File: config.mk
export PLATFORM = sky130hd
export DESIGN_NAME = bus_share_arbiter
export DESIGN_NICKNAME = d
export VERILOG_FILES = /design/src/rtl/bus_share_arbiter.sv
export SDC_FILE = /design/constraint.sdc
export NUM_CORES = 1
export LEC_CHECK = 0
export ABC_AREA = 0
export CAP_MARGIN = 10
export CORE_UTILIZATION = 49
export CTS_CLUSTER_DIAMETER = 50
export DETAILED_ROUTE_END_ITERATION = 12
export PLACE_DENSITY_LB_ADDON = 0.3
export SLEW_MARGIN = 25
export SYNTH_ARGS = -nofsm -noshare
export SYNTH_HDL_FRONTEND = slang
export SYNTH_SLANG_ARGS = --single-unit
export TNS_END_PERCENT = 10
File: constraint.sdc
create_clock -name clk -period 3.3 [get_ports clk]
set_clock_uncertainty 0.2 [all_clocks]
set_input_delay 0.495 -clock clk [delete_from_list [all_inputs] [get_ports clk]]
set_output_delay 0.495 -clock clk [all_outputs]
set_load 0.02 [all_outputs]
File: src/rtl/bus_share_arbiter.sv
// Two-requester round-robin bus arbiter with burst ownership and a registered output slot.
// Ownership sticks for up to BURST_MAX transfers while the other requester is waiting.
module bus_share_arbiter #(
    parameter int DATA_W    = 4,
    parameter int BURST_MAX = 4
) (
    input  logic              clk,
    input  logic              rst_n,
    input  logic              req_0_valid,
    input  logic [DATA_W-1:0] req_0_data,
    output logic              req_0_ready,
    input  logic              req_1_valid,
    input  logic [DATA_W-1:0] req_1_data,
    output logic              req_1_ready,
    output logic              out_valid,
    output logic [DATA_W-1:0] out_data,
    output logic              out_src,
    input  logic              out_ready
);
    localparam logic [3:0] BMAX = 4'(BURST_MAX);

    typedef enum logic [1:0] {IDLE, OWN0, OWN1} state_t;

    state_t     state, state_nxt;
    logic [3:0] burst_cnt, burst_nxt;
    logic       last_grant;
    logic       load_en, win_vld, win;
    logic       own, mine_vld, other_vld;

    always_comb begin
        load_en   = ~out_valid | out_ready;
        win_vld   = 1'b0;
        win       = 1'b0;
        own       = (state == OWN1);
        mine_vld  = own ? req_1_valid : req_0_valid;
        other_vld = own ? req_0_valid : req_1_valid;
        state_nxt = state;
        burst_nxt = burst_cnt;

        case (state)
            IDLE: begin
                if (req_0_valid & req_1_valid) begin
                    win_vld = 1'b1;
                    win     = ~last_grant;
                end else if (req_0_valid | req_1_valid) begin
                    win_vld = 1'b1;
                    win     = req_1_valid;
                end
            end
            OWN0, OWN1: begin
                // The burst limit only bites when the other side is actually waiting.
                if (mine_vld && (!other_vld || burst_cnt < BMAX)) begin
                    win_vld = 1'b1;
                    win     = own;
                end else if (other_vld) begin
                    win_vld = 1'b1;
                    win     = ~own;
                end
            end
            default: ;
        endcase

        if (!load_en) win_vld = 1'b0;

        req_0_ready = win_vld & ~win;
        req_1_ready = win_vld & win;

        if (load_en) begin
            if (win_vld) begin
                state_nxt = win ? OWN1 : OWN0;
                if (state != IDLE && win == own)
                    burst_nxt = (burst_cnt >= BMAX) ? BMAX : burst_cnt + 4'd1;
                else
                    burst_nxt = 4'd1;
            end else begin
                state_nxt = IDLE;
                burst_nxt = 4'd0;
            end
        end
    end

    always_ff @(posedge clk or negedge rst_n) begin
        if (!rst_n) begin
            state     <= IDLE;
            burst_cnt <= 4'd0;
        end else begin
            state     <= state_nxt;
            burst_cnt <= burst_nxt;
        end
    end

    // Output slot: refilled in the same cycle it drains, so no bubble under streaming.
    always_ff @(posedge clk or negedge rst_n) begin
        if (!rst_n) begin
            out_valid  <= 1'b0;
            out_data   <= '0;
            out_src    <= 1'b0;
            last_grant <= 1'b1;
        end else if (load_en) begin
            if (win_vld) begin
                out_valid  <= 1'b1;
                out_data   <= win ? req_1_data : req_0_data;
                out_src    <= win;
                last_grant <= win;
            end else begin
                out_valid  <= 1'b0;
            end
        end
    end
endmodule

==> Word-level counts from Yosys, hierarchy flattened <==
Cells that the tools add are included.
{ "classes": {"add_sub_neg": 1, "n_lt_le_gt_ge": 2, "eq_ne": 3, "mux": 20, "bitwise": 9, "reduce_logical": 8} }
{ "op_table": {"columns": ["operator", "count"], "rows": [
  ["4-bit two-way mux", 4],
  ["1-bit two-way mux", 12],
  ["4-bit by 1-bit adder with 4-bit output (second input constant)", 1],
  ["4-bit by 3-bit greater-or-equal comparator with 1-bit output (second input constant)", 1],
  ["4-bit by 3-bit less-than comparator with 1-bit output (second input constant)", 1],
  ["2-bit two-way mux", 2],
  ["1-bit NOT", 4],
  ["1-bit case mux with 2 select lines", 2],
  ["1-bit bitwise AND", 3],
  ["2-bit by 1-bit equality test with 1-bit output (second input constant)", 1],
  ["2-bit equality test (second input constant)", 1],
  ["1-bit logical AND", 2],
  ["2-bit logical NOT", 1],
  ["1-bit bitwise OR", 2],
  ["2-bit AND reduction", 1],
  ["2-bit nonzero test", 1],
  ["2-bit OR reduction", 1],
  ["1-bit equality test", 1],
  ["1-bit logical NOT", 1],
  ["1-bit logical OR", 1]
]} }
{ "totals": {"regBits": 13, "input_bits": 13, "out_inout_bits": 8, "wordCells": 49} }

==> Logic depth before layout (Yosys ltp) <==
{ "depth": {"depth_word": 11, "mapped_depth": 7, "ltp_nobuf": 7} }

==> Worst setup path before layout <==
No wires, ideal clock.
{ "synth_timing": {"path_kind": "register to output", "start": "reg state[1]", "end": "out req_1_ready", "arrival_ns": 1.638, "t_required_ns": 2.605, "path_slack_ns": 0.967, "stages_incl_launch_ff": 7, "n_path_buf": 0, "path_cell_list": "dfrtp_1 -> inv_1 -> ha_1 -> nor2b_1 -> and3_1 -> a221oi_4 -> nor2_1"} }
{ "synth_via": {"elab_chain_len": 9, "word_cells_on_any_way": 18} }
{ "synth_lines": {"columns": ["item", "line", "source"], "rows": [
  ["from (decl)", "24", "state_t state, state_nxt;"],
  ["from (signal assigned)", "87", "state <= state_nxt;"],
  ["2-bit equality test", "34, 40", null],
  ["1-bit two-way mux", "36", "other_vld = own ? req_0_valid : req_1_valid;"],
  ["1-bit logical NOT", "52", "if (mine_vld && (!other_vld || burst_cnt < BMAX)) begin"],
  ["1-bit logical OR", "52", null],
  ["1-bit logical AND", "52", null],
  ["1-bit two-way mux", "52", null],
  ["1-bit case mux with 2 select lines", "40", "case (state)"],
  ["1-bit two-way mux", "63", "if (!load_en) win_vld = 1'b0;"],
  ["1-bit bitwise AND *", "66", "req_1_ready = win_vld & win;"],
  ["to (decl)", "14", "output logic req_1_ready,"]
]} }
Mark *: on every way between the ends. The rest lies on a longest branch, timed or not.

==> Worst setup path in the final report <==
{ "layout_timing": {"start": "reg state[0]", "end": "out req_0_ready"} }
{ "layout_via": {"elab_chain_len": 9, "word_cells_on_any_way": 19} }
{ "layout_lines": {"columns": ["item", "line", "source"], "rows": [
  ["2-bit equality test", "34, 40", null],
  ["1-bit two-way mux", "36", null],
  ["1-bit logical NOT", "52", null],
  ["1-bit logical OR", "52", null],
  ["1-bit logical AND", "52", null],
  ["1-bit two-way mux", "52", null],
  ["1-bit case mux with 2 select lines", "40", null],
  ["1-bit two-way mux / 1-bit NOT (equally long branches)", "63, 65", null],
  ["1-bit bitwise AND *", "65", "req_0_ready = win_vld & ~win;"],
  ["to (decl)", "11", "output logic req_0_ready,"]
]} }
Marked as above.

==> qor.txt <==
================================================================================
Outcome ........................................................... finished, final reports clean
Synthesis-to-finish area growth ...................................        34.8%
Commonest non-fill, non-tap cell in the layout .................... clkdlybuf4s50_1
Worst min-delay path startpoint ................................... burst_cnt[1]
Kind of start point of the critical path ..........................         flop
Clock net sink count ..............................................           13
Synth Register Bits ...............................................           13
Average instance area after synthesis .............................    10.3 um^2
Sum of negative setup slack .......................................         0 ns
Chip height .......................................................      41.2 um
CP Class .......................................................... flop to output pin
Highest layer used for signal routing .............................         met4
Routed length on met1 .............................................       760 um
Total nets after synthesis ........................................           91
Deepest clock path buffer count ...................................            2
Buffer cell driving the clock tree root ...........................     clkbuf_4
Initial DRC Count .................................................            9
Die X-Extent ......................................................      41.2 um
Count of unresolved DRC violations after routing ..................            0
Cell count after synthesis ........................................           73
Met2 wire length ..................................................       750 um
Num CTS Buffers ...................................................            3
Peak supply drop ..................................................   0.000593 V
Count of H-tree levels built during CTS ...........................            1
Worst r2r dst .....................................................  out_data[1]
Post-CTS setup buffer count .......................................            0
HPWL reported at the end of detailed placement ....................      1240 um
Worst-Skew Late Latency ...........................................      0.28 ns
Mapped cell area ..................................................     752 um^2
Net count reported at finish ......................................          117
Total met3 wirelength after detailed routing ......................        92 um
Number of pins exceeding their max-slew limit in the final report .            0
Antenna fix cells .................................................            0
I/O pin count .....................................................           21
Power per unit of standard cell area ..............................  972 nW/um^2
Reg-to-reg critical path startpoint ...............................     state[1]
Cell Rows .........................................................           13
Fraction of layout cells with a size suffix above 1 ...............        0.143
First drt pass iteration count ....................................            4
Global-route usage over all layers ................................        0.219
Number of routed nets with antenna violations .....................            0
CTS-repair resized insts ..........................................            0
Number of vias per cell after detailed routing ....................         5.55
Static Leakage ....................................................     0.462 nW
Routability-driven placement congestion ratio .....................        0.861
Normalized max-slew margin ........................................        0.597
Minimum clock period ..............................................      3.13 ns
Vias ..............................................................          627
Critical Path AT ..................................................      2.44 ns
Crit path capture type ............................................   output pin
Flop-to-flop setup slack ..........................................      1.04 ns
Final hold violation count ........................................            0
Unrepaired setup endpoints after global routing ...................           no
Average wire per standard cell ....................................      14.4 um
Buffers on Ports ..................................................           20
Number of maximum-capacitance constraint violations ...............            0
Total die area ....................................................    1700 um^2
Via count of the first global-routing pass ........................          548
CTS tree ..........................................................        built
Yosys warning count ...............................................            0
Number of standard cells in the layout, taps in and fillers out ...          113
Crit path required time ...........................................      2.60 ns
Hold/Removal Path Class ........................................... flop to flop
R2R cell count ....................................................            8
Beginning of the critical path ....................................     state[0]
Core Footprint ....................................................    1370 um^2
Sequential share of the synthesized area ..........................        0.434
First-pass GRT wire length ........................................      2340 um
Most used cells in the layout excluding fill and tap cells ........ clkdlybuf4s50_1, dfrtp_1, nor2_1
Period utilisation layout .........................................        0.950
Count of cell types in the netlist ................................           29
Instance count after placement with tap cells included ............          109
Worst-path fanout max .............................................            4
Capturing instance or port of the critical path ...................  req_0_ready
Total wire length .................................................      1630 um
Overall overflow remaining after global route .....................            0
Clk slew on worst S/H paths .......................................      0.09 ns
Largest net degree at the start of global routing .................           14
Effective utilization at floorplan ................................        0.550
Total power .......................................................     0.985 mW
Hold Buf Count CTS ................................................            0
Count of endpoints failing setup in the final report ..............            0
Worst Tran Pin Value ..............................................     0.603 ns
Max Clk Rate ......................................................    0.319 GHz
Antenna violations before repair ..................................            0
================================================================================
layer usage:
layer	up-vias	GRT usage
li1	307	-
met1	295	0.277
met2	21	0.320
met3	4	0.0598
met4	0	0.145
met5	-	0
through the flow:
stage	area, um^2	util	setup WS [ns]	hold slack [ns]
2_1_floorplan	752	-	0.967	-0.000591
3_3_place_gp	981	0.718	0.293	0.270
3_5_place_dp	981	0.718	0.257	0.291
4_1_cts	1010	0.737	0.115	0.308
5_1_grt	1010	0.742	0.000513	0.348
6_report	1010	0.742	0.165	0.304
how the worst min path moves through the flow:
stage,to,slack (ns),cells after the start
6_report,burst_cnt[1],0.30,2
4_1_cts,burst_cnt[1],0.31,2
2_1_floorplan,burst_cnt[0],-0.0006,0
3_5_place_dp,burst_cnt[1],0.29,2
5_1_grt,out_src,0.35,1
3_3_place_gp,burst_cnt[1],0.27,2
Yosys cell counts:
master / number / share of area
xor2_1: 1 / 0.012
mux2i_1: 6 / 0.080
a21o_1: 1 / 0.010
nand3_1: 2 / 0.013
o22ai_1: 1 / 0.0083
and3_1: 1 / 0.0083
nand2b_1: 3 / 0.025
nor2_1: 9 / 0.045
a221o_1: 1 / 0.013
mux2_2: 2 / 0.030
inv_1: 5 / 0.025
nand2_1: 3 / 0.015
nor2b_1: 2 / 0.017
dfrtp_1: 12 / 0.40
nand3b_1: 1 / 0.010
o21ai_0: 2 / 0.013
a21oi_1: 5 / 0.033
dfstp_2: 1 / 0.035
o221ai_1: 1 / 0.012
and2_1: 1 / 0.0083
a31oi_2: 1 / 0.017
nor4_1: 1 / 0.0083
ha_1: 5 / 0.083
nor2_2: 1 / 0.0083
a221oi_4: 1 / 0.035
o21ai_1: 1 / 0.0066
and4_1: 1 / 0.012
buf_2: 1 / 0.0066
o21ai_2: 1 / 0.012
report_power, final:
group	internal [mW]	switching, mW	total, mW	leakage [nW]
Sequential	0.232	0.0459	0.277	0.157
Combinational	0.288	0.317	0.605	0.290
Clock	0.0469	0.0554	0.102	0.0150
registers in the layout, summed over array words and instances, names as in the netlist:
signal,flops
burst_cnt,4
last_grant,1
state,2
out_data,4
out_valid,1
out_src,1
critical path, cell delays in order (launching register included):
cell,delay [ns]
dfrtp_1,0.41
inv_1,0.13
ha_1,0.23
xor2_1,0.20
o21ai_2,0.11
a31oi_2,0.21
o21ai_1,0.14
nor2_1,0.12
clkdlybuf4s50_1,0.61
cell families after synthesis:
kind of cell	Yosys count	share of synthesized area
buffers and inverters	6	0.0316
and+or+nand+nor	25	0.170
muxes	8	0.110
DFF	13	0.434
xor gates and xnor gates	1	0.0116
AOI/OAI and AO/OA	15	0.160
adders and majority gates	5	0.0832
area by class of cell:
type | instances | area [um^2]
well taps | 15 | 18.8
repair buffers | 22 | 215
fillers | 99 | 353
multi-input cells | 54 | 408
inverters | 5 | 18.8
clock buffers | 4 | 26.3
flip-flops and latches | 13 | 327
(Power assumes the default switching activity.)
